$ cat config.mk
export PLATFORM = sky130hd
export DESIGN_NAME = wb_drain_flat
export DESIGN_NICKNAME = d
export VERILOG_FILES = /design/src/rtl/wb_drain_if.sv /design/src/rtl/wb_drain.sv /design/src/flat_wrapper.sv
export SDC_FILE = /design/constraint.sdc
export NUM_CORES = 1
export LEC_CHECK = 0
export ABC_CLOCK_PERIOD_IN_PS = 5000
export CAP_MARGIN = 20
export CORE_AREA = 2 2 272 274
export DETAILED_ROUTE_END_ITERATION = 12
export DIE_AREA = 0 0 274 276
export GPL_ROUTABILITY_DRIVEN = 0
export GPL_TIMING_DRIVEN = 0
export PLACE_DENSITY = 0.4
export SYNTH_ARGS = -nofsm -noshare
export SYNTH_HDL_FRONTEND = slang
export SYNTH_SLANG_ARGS = --single-unit
$ cat constraint.sdc
create_clock -name clk -period 5 [get_ports clk]
set_clock_uncertainty 0.1 [all_clocks]
set_input_delay 1 -clock clk [delete_from_list [all_inputs] [get_ports clk]]
set_output_delay 1 -clock clk [all_outputs]
set_load 0.01 [all_outputs]
$ cat src/rtl/wb_drain_if.sv
// Upstream/array/memory-facing signal bundle of the write-back drain controller.
interface wb_drain_if #(
    parameter int width      = 128,
    parameter int addr_width = 16
);
    logic [width-1:0]      data0;
    logic [width-1:0]      data1;
    logic [width-1:0]      data2;
    logic [width-1:0]      data3;
    logic                  alloc_valid;
    logic [1:0]            alloc_index;
    logic [addr_width-1:0] alloc_addr;
    logic                  alloc_ready;
    logic [addr_width-1:0] lookup_addr;
    logic                  lookup_hit;
    logic [1:0]            lookup_index;
    logic [addr_width-1:0] pmem_address;
    logic [width-1:0]      pmem_wdata;
    logic                  pmem_write;
    logic                  pmem_resp;
    logic                  full;
    logic                  empty;
    logic                  flush_req;
    logic                  flush_done;

    modport slave (
        input  data0, data1, data2, data3,
        input  alloc_valid, alloc_index, alloc_addr,
        input  lookup_addr, pmem_resp, flush_req,
        output alloc_ready, lookup_hit, lookup_index,
        output pmem_address, pmem_wdata, pmem_write,
        output full, empty, flush_done
    );

    modport master (
        output data0, data1, data2, data3,
        output alloc_valid, alloc_index, alloc_addr,
        output lookup_addr, pmem_resp, flush_req,
        input  alloc_ready, lookup_hit, lookup_index,
        input  pmem_address, pmem_wdata, pmem_write,
        input  full, empty, flush_done
    );
endinterface

$ cat src/rtl/wb_drain.sv
// Write-back drain: tracks dirty evicted lines in the 4-entry array and writes
// them to physical memory one at a time, round-robin, over pmem_write/pmem_resp.
module wb_drain #(
    parameter int width      = 128,
    parameter int addr_width = 16
) (
    input  logic        clk,
    input  logic        rst_n,
    wb_drain_if.slave   bus
);
    localparam int TAG_W = addr_width - 4;

    typedef enum logic {
        IDLE  = 1'b0,
        WRITE = 1'b1
    } state_t;

    state_t           state_q, state_d;
    logic [3:0]       pending_q, pending_d;
    logic [TAG_W-1:0] addr_q [4];
    logic [TAG_W-1:0] addr_d [4];
    logic [1:0]       sel_q, sel_d;
    logic [1:0]       rr_q, rr_d;

    logic             alloc_ok;
    logic             alloc_ready;
    logic             hit;
    logic [1:0]       hit_idx;
    logic [width-1:0] wdata;
    logic             unused_ok;

    // First pending entry at or after ptr, wrapping modulo 4.
    function automatic logic [1:0] rr_pick(input logic [3:0] pend, input logic [1:0] ptr);
        logic [1:0] idx;
        rr_pick = ptr;
        for (int k = 3; k >= 0; k--) begin
            idx = ptr + 2'(k);
            if (pend[idx]) rr_pick = idx;
        end
    endfunction

    assign alloc_ready = !(state_q == WRITE && bus.alloc_index == sel_q);
    assign alloc_ok    = bus.alloc_valid && alloc_ready;

    always_comb begin
        state_d   = state_q;
        pending_d = pending_q;
        sel_d     = sel_q;
        rr_d      = rr_q;
        addr_d    = addr_q;
        case (state_q)
            IDLE: begin
                if (|pending_q) begin
                    sel_d   = rr_pick(pending_q, rr_q);
                    state_d = WRITE;
                end
            end
            WRITE: begin
                if (bus.pmem_resp) begin
                    pending_d[sel_q] = 1'b0;
                    rr_d             = sel_q + 2'd1;
                    state_d          = IDLE;
                end
            end
        endcase
        // An accepted alloc never targets the in-flight entry, so it cannot
        // collide with the clear above.
        if (alloc_ok) begin
            pending_d[bus.alloc_index] = 1'b1;
            addr_d[bus.alloc_index]    = bus.alloc_addr[addr_width-1:4];
        end
    end

    always_ff @(posedge clk or negedge rst_n) begin
        if (!rst_n) begin
            state_q   <= IDLE;
            pending_q <= 4'b0000;
            sel_q     <= 2'd0;
            rr_q      <= 2'd0;
            for (int i = 0; i < 4; i++) addr_q[i] <= '0;
        end else begin
            state_q   <= state_d;
            pending_q <= pending_d;
            sel_q     <= sel_d;
            rr_q      <= rr_d;
            addr_q    <= addr_d;
        end
    end

    always_comb begin
        wdata = bus.data0;
        case (sel_q)
            2'd0: wdata = bus.data0;
            2'd1: wdata = bus.data1;
            2'd2: wdata = bus.data2;
            2'd3: wdata = bus.data3;
        endcase
    end

    // Descending scan so the lowest matching index is the one reported.
    always_comb begin
        hit     = 1'b0;
        hit_idx = 2'd0;
        for (int i = 3; i >= 0; i--) begin
            if (pending_q[i] && addr_q[i] == bus.lookup_addr[addr_width-1:4]) begin
                hit     = 1'b1;
                hit_idx = 2'(i);
            end
        end
    end

    assign bus.alloc_ready  = alloc_ready;
    assign bus.lookup_hit   = hit;
    assign bus.lookup_index = hit_idx;
    assign bus.pmem_address = {addr_q[sel_q], 4'b0000};
    assign bus.pmem_wdata   = wdata;
    assign bus.pmem_write   = (state_q == WRITE);
    assign bus.full         = &pending_q;
    assign bus.empty        = (pending_q == 4'b0000) && (state_q == IDLE);
    assign bus.flush_done   = (pending_q == 4'b0000) && (state_q == IDLE);

    // flush_req only stalls upstream; line-offset bits carry no tag information.
    assign unused_ok = ^{bus.flush_req, bus.alloc_addr[3:0], bus.lookup_addr[3:0]};
endmodule

$ cat src/flat_wrapper.sv
// flat-port wrapper written by rule: the top's interface ports become plain ports
module wb_drain_flat 
#(
    parameter int width      = 128,
    parameter int addr_width = 16
)
  (clk, rst_n, bus_data0, bus_data1, bus_data2, bus_data3, bus_alloc_valid, bus_alloc_index, bus_alloc_addr, bus_lookup_addr, bus_pmem_resp, bus_flush_req, bus_alloc_ready, bus_lookup_hit, bus_lookup_index, bus_pmem_address, bus_pmem_wdata, bus_pmem_write, bus_full, bus_empty, bus_flush_done);
  wb_drain_if #(.width(width), .addr_width(addr_width)) bus_i ();
  input  logic clk;
  input  logic rst_n;
  input wire logic [$bits(bus_i.data0)-1:0] bus_data0;
  input wire logic [$bits(bus_i.data1)-1:0] bus_data1;
  input wire logic [$bits(bus_i.data2)-1:0] bus_data2;
  input wire logic [$bits(bus_i.data3)-1:0] bus_data3;
  input wire logic [$bits(bus_i.alloc_valid)-1:0] bus_alloc_valid;
  input wire logic [$bits(bus_i.alloc_index)-1:0] bus_alloc_index;
  input wire logic [$bits(bus_i.alloc_addr)-1:0] bus_alloc_addr;
  input wire logic [$bits(bus_i.lookup_addr)-1:0] bus_lookup_addr;
  input wire logic [$bits(bus_i.pmem_resp)-1:0] bus_pmem_resp;
  input wire logic [$bits(bus_i.flush_req)-1:0] bus_flush_req;
  output wire logic [$bits(bus_i.alloc_ready)-1:0] bus_alloc_ready;
  output wire logic [$bits(bus_i.lookup_hit)-1:0] bus_lookup_hit;
  output wire logic [$bits(bus_i.lookup_index)-1:0] bus_lookup_index;
  output wire logic [$bits(bus_i.pmem_address)-1:0] bus_pmem_address;
  output wire logic [$bits(bus_i.pmem_wdata)-1:0] bus_pmem_wdata;
  output wire logic [$bits(bus_i.pmem_write)-1:0] bus_pmem_write;
  output wire logic [$bits(bus_i.full)-1:0] bus_full;
  output wire logic [$bits(bus_i.empty)-1:0] bus_empty;
  output wire logic [$bits(bus_i.flush_done)-1:0] bus_flush_done;
  assign bus_i.data0 = bus_data0;
  assign bus_i.data1 = bus_data1;
  assign bus_i.data2 = bus_data2;
  assign bus_i.data3 = bus_data3;
  assign bus_i.alloc_valid = bus_alloc_valid;
  assign bus_i.alloc_index = bus_alloc_index;
  assign bus_i.alloc_addr = bus_alloc_addr;
  assign bus_i.lookup_addr = bus_lookup_addr;
  assign bus_i.pmem_resp = bus_pmem_resp;
  assign bus_i.flush_req = bus_flush_req;
  assign bus_alloc_ready = bus_i.alloc_ready;
  assign bus_lookup_hit = bus_i.lookup_hit;
  assign bus_lookup_index = bus_i.lookup_index;
  assign bus_pmem_address = bus_i.pmem_address;
  assign bus_pmem_wdata = bus_i.pmem_wdata;
  assign bus_pmem_write = bus_i.pmem_write;
  assign bus_full = bus_i.full;
  assign bus_empty = bus_i.empty;
  assign bus_flush_done = bus_i.flush_done;
  wb_drain #(.width(width), .addr_width(addr_width)) u_core (.clk(clk), .rst_n(rst_n), .bus(bus_i));
endmodule
After elaboration in Yosys (flattened, before gate mapping)

Index checks and enable logic that the tools add are counted.

Output and inout bits: 152
Bits of input ports: 551
Bits in registers: 57
Word-level logic and storage cells: 91

Muxes and demuxes: 37
Reductions and logical operators: 17
Add/sub/neg operators: 4
$lt $le $gt $ge: 11
Bitwise gates (word level): 6
Equal/unequal tests: 8

Operators with widths:

| kind                                                                         | number |
|---|---|
| 128-bit one-hot mux with 4 select lines                                      | 1 |
| 48-bit bitwise mux                                                           | 1 |
| 12-bit equality test                                                         | 4 |
| 12-bit two-way mux                                                           | 3 |
| 12-bit binary-select mux with 2-bit select                                   | 1 |
| 12-bit demux with 2-bit select                                               | 1 |
| 2-bit by 3-bit less-than comparator with 1-bit output, second input constant | 6 |
| 2-bit two-way mux                                                            | 8 |
| 1-bit two-way mux                                                            | 12 |
| 4-bit two-way mux                                                            | 3 |
| 1-bit logical AND                                                            | 10 |
| 1-bit binary-select mux with 2-bit select                                    | 4 |
| 3-bit >= comparator, second input constant                                   | 2 |
| 2-bit NOT with 3-bit output                                                  | 2 |
| 2-bit by 1-bit adder with 2-bit output, second input constant                | 2 |
| 2-bit adder, second input constant                                           | 2 |
| 4-bit bitwise AND                                                            | 1 |
| 1-bit demux with 2-bit select                                                | 2 |
| 2-bit equality test, second input constant                                   | 2 |
| 2-bit by 1-bit >= comparator with 1-bit output, second input constant        | 2 |
| 4-bit logical NOT                                                            | 1 |
| 4-bit NOT                                                                    | 1 |
| 4-bit bitwise OR                                                             | 1 |
| 2-bit AND reduction                                                          | 2 |
| 9 further kinds                                                              | 9 |

Depth between registers and ports, before layout

Gate-level depths: netlist (run 1).

Depth in word-level cells: 10
Gate-level depth with buffers: 7
Depth with buffers taken out: 5

Worst setup path before layout (run 1)

OpenSTA, ideal clock, no wires.

Kind: input -> output
Start: input port bus_lookup_addr[9]
End: output port bus_lookup_index[0]
Data arrival time: 2.113 ns
Stages on the path: 6
Slack: 1.787 ns
Buffers on the path: 1
Required time: 3.900 ns
Path through: clkbuf_1 > xnor2_1 > nand4_1 > or4_1 > a21oi_1 > nor2_1

Cells in the longest elaborated chain, start to end: 6
Elaborated cells on any way between the ends: 12
Classes of those cells: eq/ne (4); mux (4); reduce/logical (4)

Ends and longest elaborated chain:

| item                           | line               | text |
|---|---|---|
| start: declaration             | flat_wrapper.sv:18 | `input wire logic [$bits(bus_i.lookup_addr)-1:0] bus_lookup_addr;` |
| 12-bit equality test           | wb_drain.sv:105    | `if (pending_q[i] && addr_q[i] == bus.lookup_addr[addr_width-1:4]) begin` |
| 1-bit logical AND              | wb_drain.sv:105    |  |
| 2-bit two-way mux (3 in a row) | wb_drain.sv:105    |  |
| 2-bit two-way mux (*)          | wb_drain.sv:105    |  |
| end: declaration               | flat_wrapper.sv:23 | `output wire logic [$bits(bus_i.lookup_index)-1:0] bus_lookup_index;` |

Every way passes the cells marked *; elsewhere a longest branch is shown, timed or not.

Worst setup path in the final report (run 1)

Start: register u_core.sel_q[1]
End: output port bus_pmem_wdata[95]

Cells in the longest elaborated chain, start to end: 2
Elaborated cells on any way between the ends: 5
Classes of those cells: eq/ne (3); mux (1); reduce/logical (1)

Ends and longest elaborated chain:

| item                                        | line               | text |
|---|---|---|
| start: declaration                          | wb_drain.sv:22     | `logic [1:0] sel_q, sel_d;` |
| start signal: assignment                    | wb_drain.sv:84     | `sel_q <= sel_d;` |
| 2-bit equality test (tied with other cells) | wb_drain.sv:92     | `case (sel_q)` |
| 128-bit one-hot mux with 4 select lines (*) | wb_drain.sv:92     |  |
| end: declaration                            | flat_wrapper.sv:25 | `output wire logic [$bits(bus_i.pmem_wdata)-1:0] bus_pmem_wdata;` |

Marked as above.

==> results.md, run 1 <==
- Status: complete, no violations
- All-layer global routing usage: about a fifth
- Seq cells post-synth: between 50 and 60
- First-pass DRT Iterations: 10
- Final #Nets: roughly 2,000
- CTS sink count: 57
- Worst setup EP type: primary output
- Post-DR vias/cell: 4.02
- Vias in the first global route: about 10,000
- CP Cell Sequence: buf_4, inv_2, ha_1, clkbuf_2, clkbuf_1, a222oi_1, mux2i_1, clkdlybuf4s50_1
- Dpl cells: about 2,300
- Post-Layout Cell Count: around 2,400
- Pre-CTS setup slack: -0.323 ns
- Die Ht: between 200 and 300 um
- Post-DR wirelength/cell: between 30 and 40 um
- Die ar.: 75,600 um^2
- Maxcap violations: 0
- FFs w/ async S/R, synth: 100%
- Number of gates on the worst path with buffers counted: 8
- Slew headroom: 36.6%
- Filler cells: 8,026
- CP Class: reg2out
- H-tree levels: 3
- Actual slew at the worst max-slew pin: around 0.95 ns
- Max Fclk: roughly 210 MHz
- Starting Density: 9.17%
- Residual DRC count: 0
- CTS tree: built
- Detailed placement HPWL: approximately 71,000 um
- R2R cell count: 7
- Worst-path fanout max: 10
- Final setup viols: 0
- Placement Rows: between 90 and 100
- Core area: approximately 73,000 um^2
- Commonest cells in the netlist: 130 x inv_1, 129 x mux2i_1, 128 x a222oi_1
- Top cell type's share of synthesized area: between 20% and 30%
- Count leader, synth: inv_1
- PwrDens: slightly below 600 nW/um^2
- Initial DRC Count: about 1,100
- Clock-pin slew on the worst setup and hold paths: roughly 0.05 ns
- Worst Path Required: ~3.9 ns
- Prevailing post-synth register cell: dfrtp_1
- Area leader, netlist: dfrtp_1
- Setup tns final: 0 ns
- Hold path depth: 1
- Final slew viol count: 0
- P&R area growth vs syn: 126%
- Largest net degree at the start of global routing: 34
- Synthesized cell area: about 6700 um^2
- Critical Path AT: around 3.7 ns
- DIE WIDTH: 274 um
- Vias post-DR: about 9,600
- Min Hold Slack: ~0.45 ns
- Tcrit/Tclk final: 96.8%
- Clock latency on the worst-skew pair: about 0.33 ns
- Slowest-stage cell, CP: clkdlybuf4s50_1
- Clock buffer depth: 2
- IO Count: around 700
- Slack of the critical path: approximately 0.16 ns
- Share of cells above drive strength 1: approximately a tenth
- DRT Wirelength: around 80,000 um
- CTS buffer count: 9
- Worst path buffer plus inverter count: 5
- RSZ-0062 raised after global routing: false
- Area of the multi-input gates: 4360 um^2
- Worst hold path class: reg2reg
- CTS root buf: clkbuf_16
- Worst vdd ir: 0.000209 V
- Setup bufs post-CTS: 0
- Seq/Total Area, Yosys: 21.4%
- Number of synthesis warnings: 0
- Min Tclk post-route: 4.84 ns
- Final hold vios: 0
- DRT antenna net count: 0
- Pleak: around 0.0058 uW
- First-pass GRT wire length: between 100,000 and 150,000 um
- Synth cell types: 40
- EDFF count, synth: 0
- Top cells by area, synth: dfrtp_1 21%, mux2i_1 19%, a222oi_1 19%
- Syn avg cell area: 9.38 um^2
- Reg area: 1430 um^2
- Post-Syn Instances: about 710
- Gr ovfl total: 0
- Initial antenna violation count: 43
- CP delay by family, top: buffers and inverters
- Nature of the critical path startpoint: flop
- Slowest stage delay, CP: between 0.9 and 1 ns
- PortBufs: roughly 680
## cell families after synthesis
| logic type | share of synthesized area [%] |
|---|---|
| compound gates | 21.5 |
| mux | 32.4 |
| xor+xnor | 6.58 |
| fa+ha+maj | 0.752 |
| other cells | 0.0564 |
| simple gates | 3.86 |
| buf+inv | 13.4 |
| flops | 21.4 |
## repair_timing
item,4_1_cts,5_1_grt
resized for setup,18,5
endpoints found under the setup margin,112,5
pin swaps,0,0
hold buffers,0,0
## sequential cells by signal (all words and copies together) (netlist names)
register               cells
u_core.rr_q                2
u_core.bus.pmem_write      1
u_core.sel_q               2
u_core.addr_q             48
u_core.pending_q           4
## final cells by class
type                       instances  area share (%)
clock inverter                     2           0.233
antenna                           14           0.233
multi-input combinational        441            29.0
clock buffer                      14            1.82
buffer                            83            2.81
timing repair buffer             678            45.2
tap                              959            7.98
sequential                        57            9.49
inverter                         131            3.27
## metrics by stage
step	cell area (um^2)	utilization, %	total power [uW]
finish	15000	20.7	8760
global route	15000	20.7	9190
CTS	15000	20.7	8910
detailed placement	14700	20.2	8180
global placement	14600	20.2	8200
floorplan	6670	-	3690
## where the power goes
part / internal, uW / total (uW) / switching (uW)
Combinational: 3140 / 7260 / 4130
Clock: 426 / 638 / 213
Sequential: 649 / 863 / 213
Total: 4210 / 8760 / 4550
## placed cells by master (no fill, tap or decap), types with 8 or more instances in the layout
cell type        count
xnor2_1             50
dfrtp_1             57
clkbuf_2            15
buf_4               11
inv_1              130
mux4_2              12
buf_2               17
nand4_1              8
diode_2             14
clkbuf_16            9
mux2_2              41
nand2_1             11
clkdlybuf4s50_1    675
mux2_4               9
a222oi_1           128
mux2i_1            127
clkbuf_1            38
## worst paths after layout
check	to	start	slack [ns]
worst max-delay path	bus_pmem_wdata[95]	u_core.sel_q[1]$_DFFE_PN0P_	0.16
worst min-delay path	u_core.addr_q[19]$_DFFE_PN0P_	u_core.addr_q[19]$_DFFE_PN0P_	0.45
worst max register to register	u_core.pending_q[1]$_DFF_PN0_	u_core.sel_q[1]$_DFFE_PN0P_	2.34
worst min register to register	u_core.addr_q[19]$_DFFE_PN0P_	u_core.addr_q[19]$_DFFE_PN0P_	0.45
max in group asynchronous	u_core.addr_q[46]$_DFFE_PN0P_	rst_n	3.59
min in group asynchronous	u_core.addr_q[18]$_DFFE_PN0P_	rst_n	0.59
## routing by layer
layer | wire length, um | vias up | GRT usage (%) | share of wire, %
li1 | - | 4130 | - | -
met1 | 30900 | 4727 | 23.3 | 39
met2 | 37100 | 583 | 33.1 | 46
met3 | 9900 | 101 | 9.02 | 12
met4 | 2170 | 26 | 5.60 | 2.7
met5 | 172 | - | 0 | 0.21
Power figures use the tool's default switching activity.
==> inputs of run 2 (changes only) <==
Settings changed: CAP_MARGIN 20 to default, REMOVE_ABC_BUFFERS from default to 1.
==> results.md, run 2 (same netlist as run 1, synthesis figures left out) <==
- DP Area: around 15,000 um^2
- DRT Wirelength: 73,300 um
- RSZ-0062 raised after global routing: false
- Die Ht: between 200 and 300 um
- Post-DR wirelength/cell: around 32 um
- Slew headroom: 24.4%
- First-pass GRT wire length: slightly above 90,000 um
- Final hold vios: 0
- PortBufs: about 690
- Worst Path Required: just under 4 ns
- Worst-path fanout max: 53
- All-layer global routing usage: ~18%
- Vias post-DR: roughly 9,000
- Largest net degree at the start of global routing: 67
- Reg2Reg Capture Point: u_core.addr_q[30]$_DFFE_PN0P_
- Placement Rows: 99
- Area of the multi-input gates: between 4000 and 5000 um^2
- P&R area growth vs syn: 127%
- Starting Density: 9.17%
- CP Class: reg2out
- Final #Nets: ~1,900
- Min Tclk post-route: roughly 4.8 ns
- IO Count: around 700
- Critical R2R Launch: u_core.sel_q[1]$_DFFE_PN0P_
- Nature of the critical path startpoint: flop
- Post-DR vias/cell: 3.96
- Critical Path AT: about 3.7 ns
- Clock latency on the worst-skew pair: between 0.3 and 0.4 ns
- PwrDens: approximately 570 nW/um^2
- First-pass DRT Iterations: 12
- Crit path from: u_core.sel_q[1]$_DFFE_PN0P_
- H-tree levels: 3
- Worst vdd ir: about 0.00044 V
- Actual slew at the worst max-slew pin: between 1 and 1.5 ns
- Leading cell type in the layout, fill and taps excluded: clkdlybuf4s50_1
- DIE WIDTH: ~270 um
- Initial DRC Count: between 1,000 and 1,500
- Most flops, register: u_core.addr_q
- Residual DRC count: 0
- Clock buffer depth: 2
- Final setup viols: 0
- Min Hold Slack: around 0.46 ns
- Status: complete, no violations
- CTS sink count: 57
- Share of cells above drive strength 1: between 7 and 8%
- Post-Layout Cell Count: between 2,000 and 2,500
- Clock-pin slew on the worst setup and hold paths: about 0.050 ns
- CTS tree: built
- Gr ovfl total: 0
- Final slew viol count: 0
- Reg area: 1430 um^2
- Setup tns final: 0 ns
- DRT antenna net count: 0
- Worst setup EP type: primary output
- Most frequent cells in the layout: 680 x clkdlybuf4s50_1, 130 x inv_1, 129 x mux2i_1
- R2R cell count: 3
- Design area: around 15,000 um^2
- Maxcap violations: 0
- Worst hold path class: reg2reg
- Detailed placement HPWL: about 63,000 um
- Tcrit/Tclk final: between 90% and 100%
- FF-to-FF setup slack: 2.43 ns
- Dpl cells: 2,287
- Die ar.: 75,600 um^2
- Worst setup path end: bus_pmem_wdata[78]
- Initial antenna violation count: 39
- CTS root buf: clkbuf_16
- Vias in the first global route: 9,575
- Pleak: a little under 0.006 uW
- Max reg flops: 48
- Filler cells: 8,028
- Registers with the most flip-flops: u_core.addr_q (48), u_core.pending_q (4)
- Max Fclk: 208 MHz
- CTS buffer count: 9
- Core area: around 73,000 um^2
==> run 2: changes by cell type in the layout (fill, tap and decap cells not counted), moves of 5 or more <==
cell,change
clkbuf_1,-38
buf_2,-16
clkbuf_2,-15
buf_16,+8
buf_4,-6
clkdlybuf4s50_1,+5
dlygate4sd2_1,+5
==> run 2: area by class of cell <==
class                      count  area share [%]
inverter                     131            3.26
timing repair buffer         705            47.7
sequential                    57            9.48
tap                          959            7.95
clock inverter                 5           0.514
antenna                       15           0.249
multi-input combinational    441            29.1
clock buffer                  11            1.67
==> run 2: per-stage QoR <==
step	power (uW)	setup slack (ns)	util, %
CTS	8800	0.0137	20.7
floorplan	3840	-2.04	-
global placement	7640	-6.73	19.8
finish	8650	0.193	20.8
detailed placement	8040	-0.232	20.2
global route	9230	0.0215	20.8
==> run 2: how the worst min path moves through the flow <==
stage                                        startpoint                            end  slack (ns)  cells past startpoint
after global routing       u_core.addr_q[5]$_DFFE_PN0P_   u_core.addr_q[5]$_DFFE_PN0P_        0.47                      1
after global placement    u_core.addr_q[14]$_DFFE_PN0P_  u_core.addr_q[14]$_DFFE_PN0P_        0.44                      1
after CTS                 u_core.addr_q[33]$_DFFE_PN0P_  u_core.addr_q[33]$_DFFE_PN0P_        0.45                      1
final                     u_core.addr_q[24]$_DFFE_PN0P_  u_core.addr_q[24]$_DFFE_PN0P_        0.46                      1
after floorplan              u_core.rr_q[0]$_DFFE_PN0P_     u_core.rr_q[0]$_DFFE_PN0P_        0.42                      1
after detailed placement  u_core.addr_q[20]$_DFFE_PN0P_  u_core.addr_q[20]$_DFFE_PN0P_        0.44                      1
==> run 2: report_power, final <==
group / switching (uW) / leakage (uW) / internal, uW
clock network: 221 / 0.000162 / 461
registers: 289 / 0.000668 / 652
logic: 3790 / 0.00497 / 3240
==> run 2: per-layer routing <==
layer  up-vias  global-route usage (%)  routed length, um
li1       4023                       -                  -
met1      4506                    19.0              25800
met2       562                    27.6              31600
met5         -                       0                167
met4        26                    4.74               1660
met3        90                    15.3              14100
==> run 2: repair_timing <==
action	4_1_cts	5_1_grt
setup endpoints to repair	65	13
hold buffers	0	0
pin swaps	0	1
resized for setup	8	3
setup buffers	1	5
==> run 2: critical path, stage by stage, from the launching register on <==
cell	delay [ns]
dfrtp_2	0.77
inv_2	0.25
ha_4	0.34
buf_16	0.23
buf_16	0.22
a222oi_1	0.52
mux2i_1	0.19
clkdlybuf4s50_1	0.75
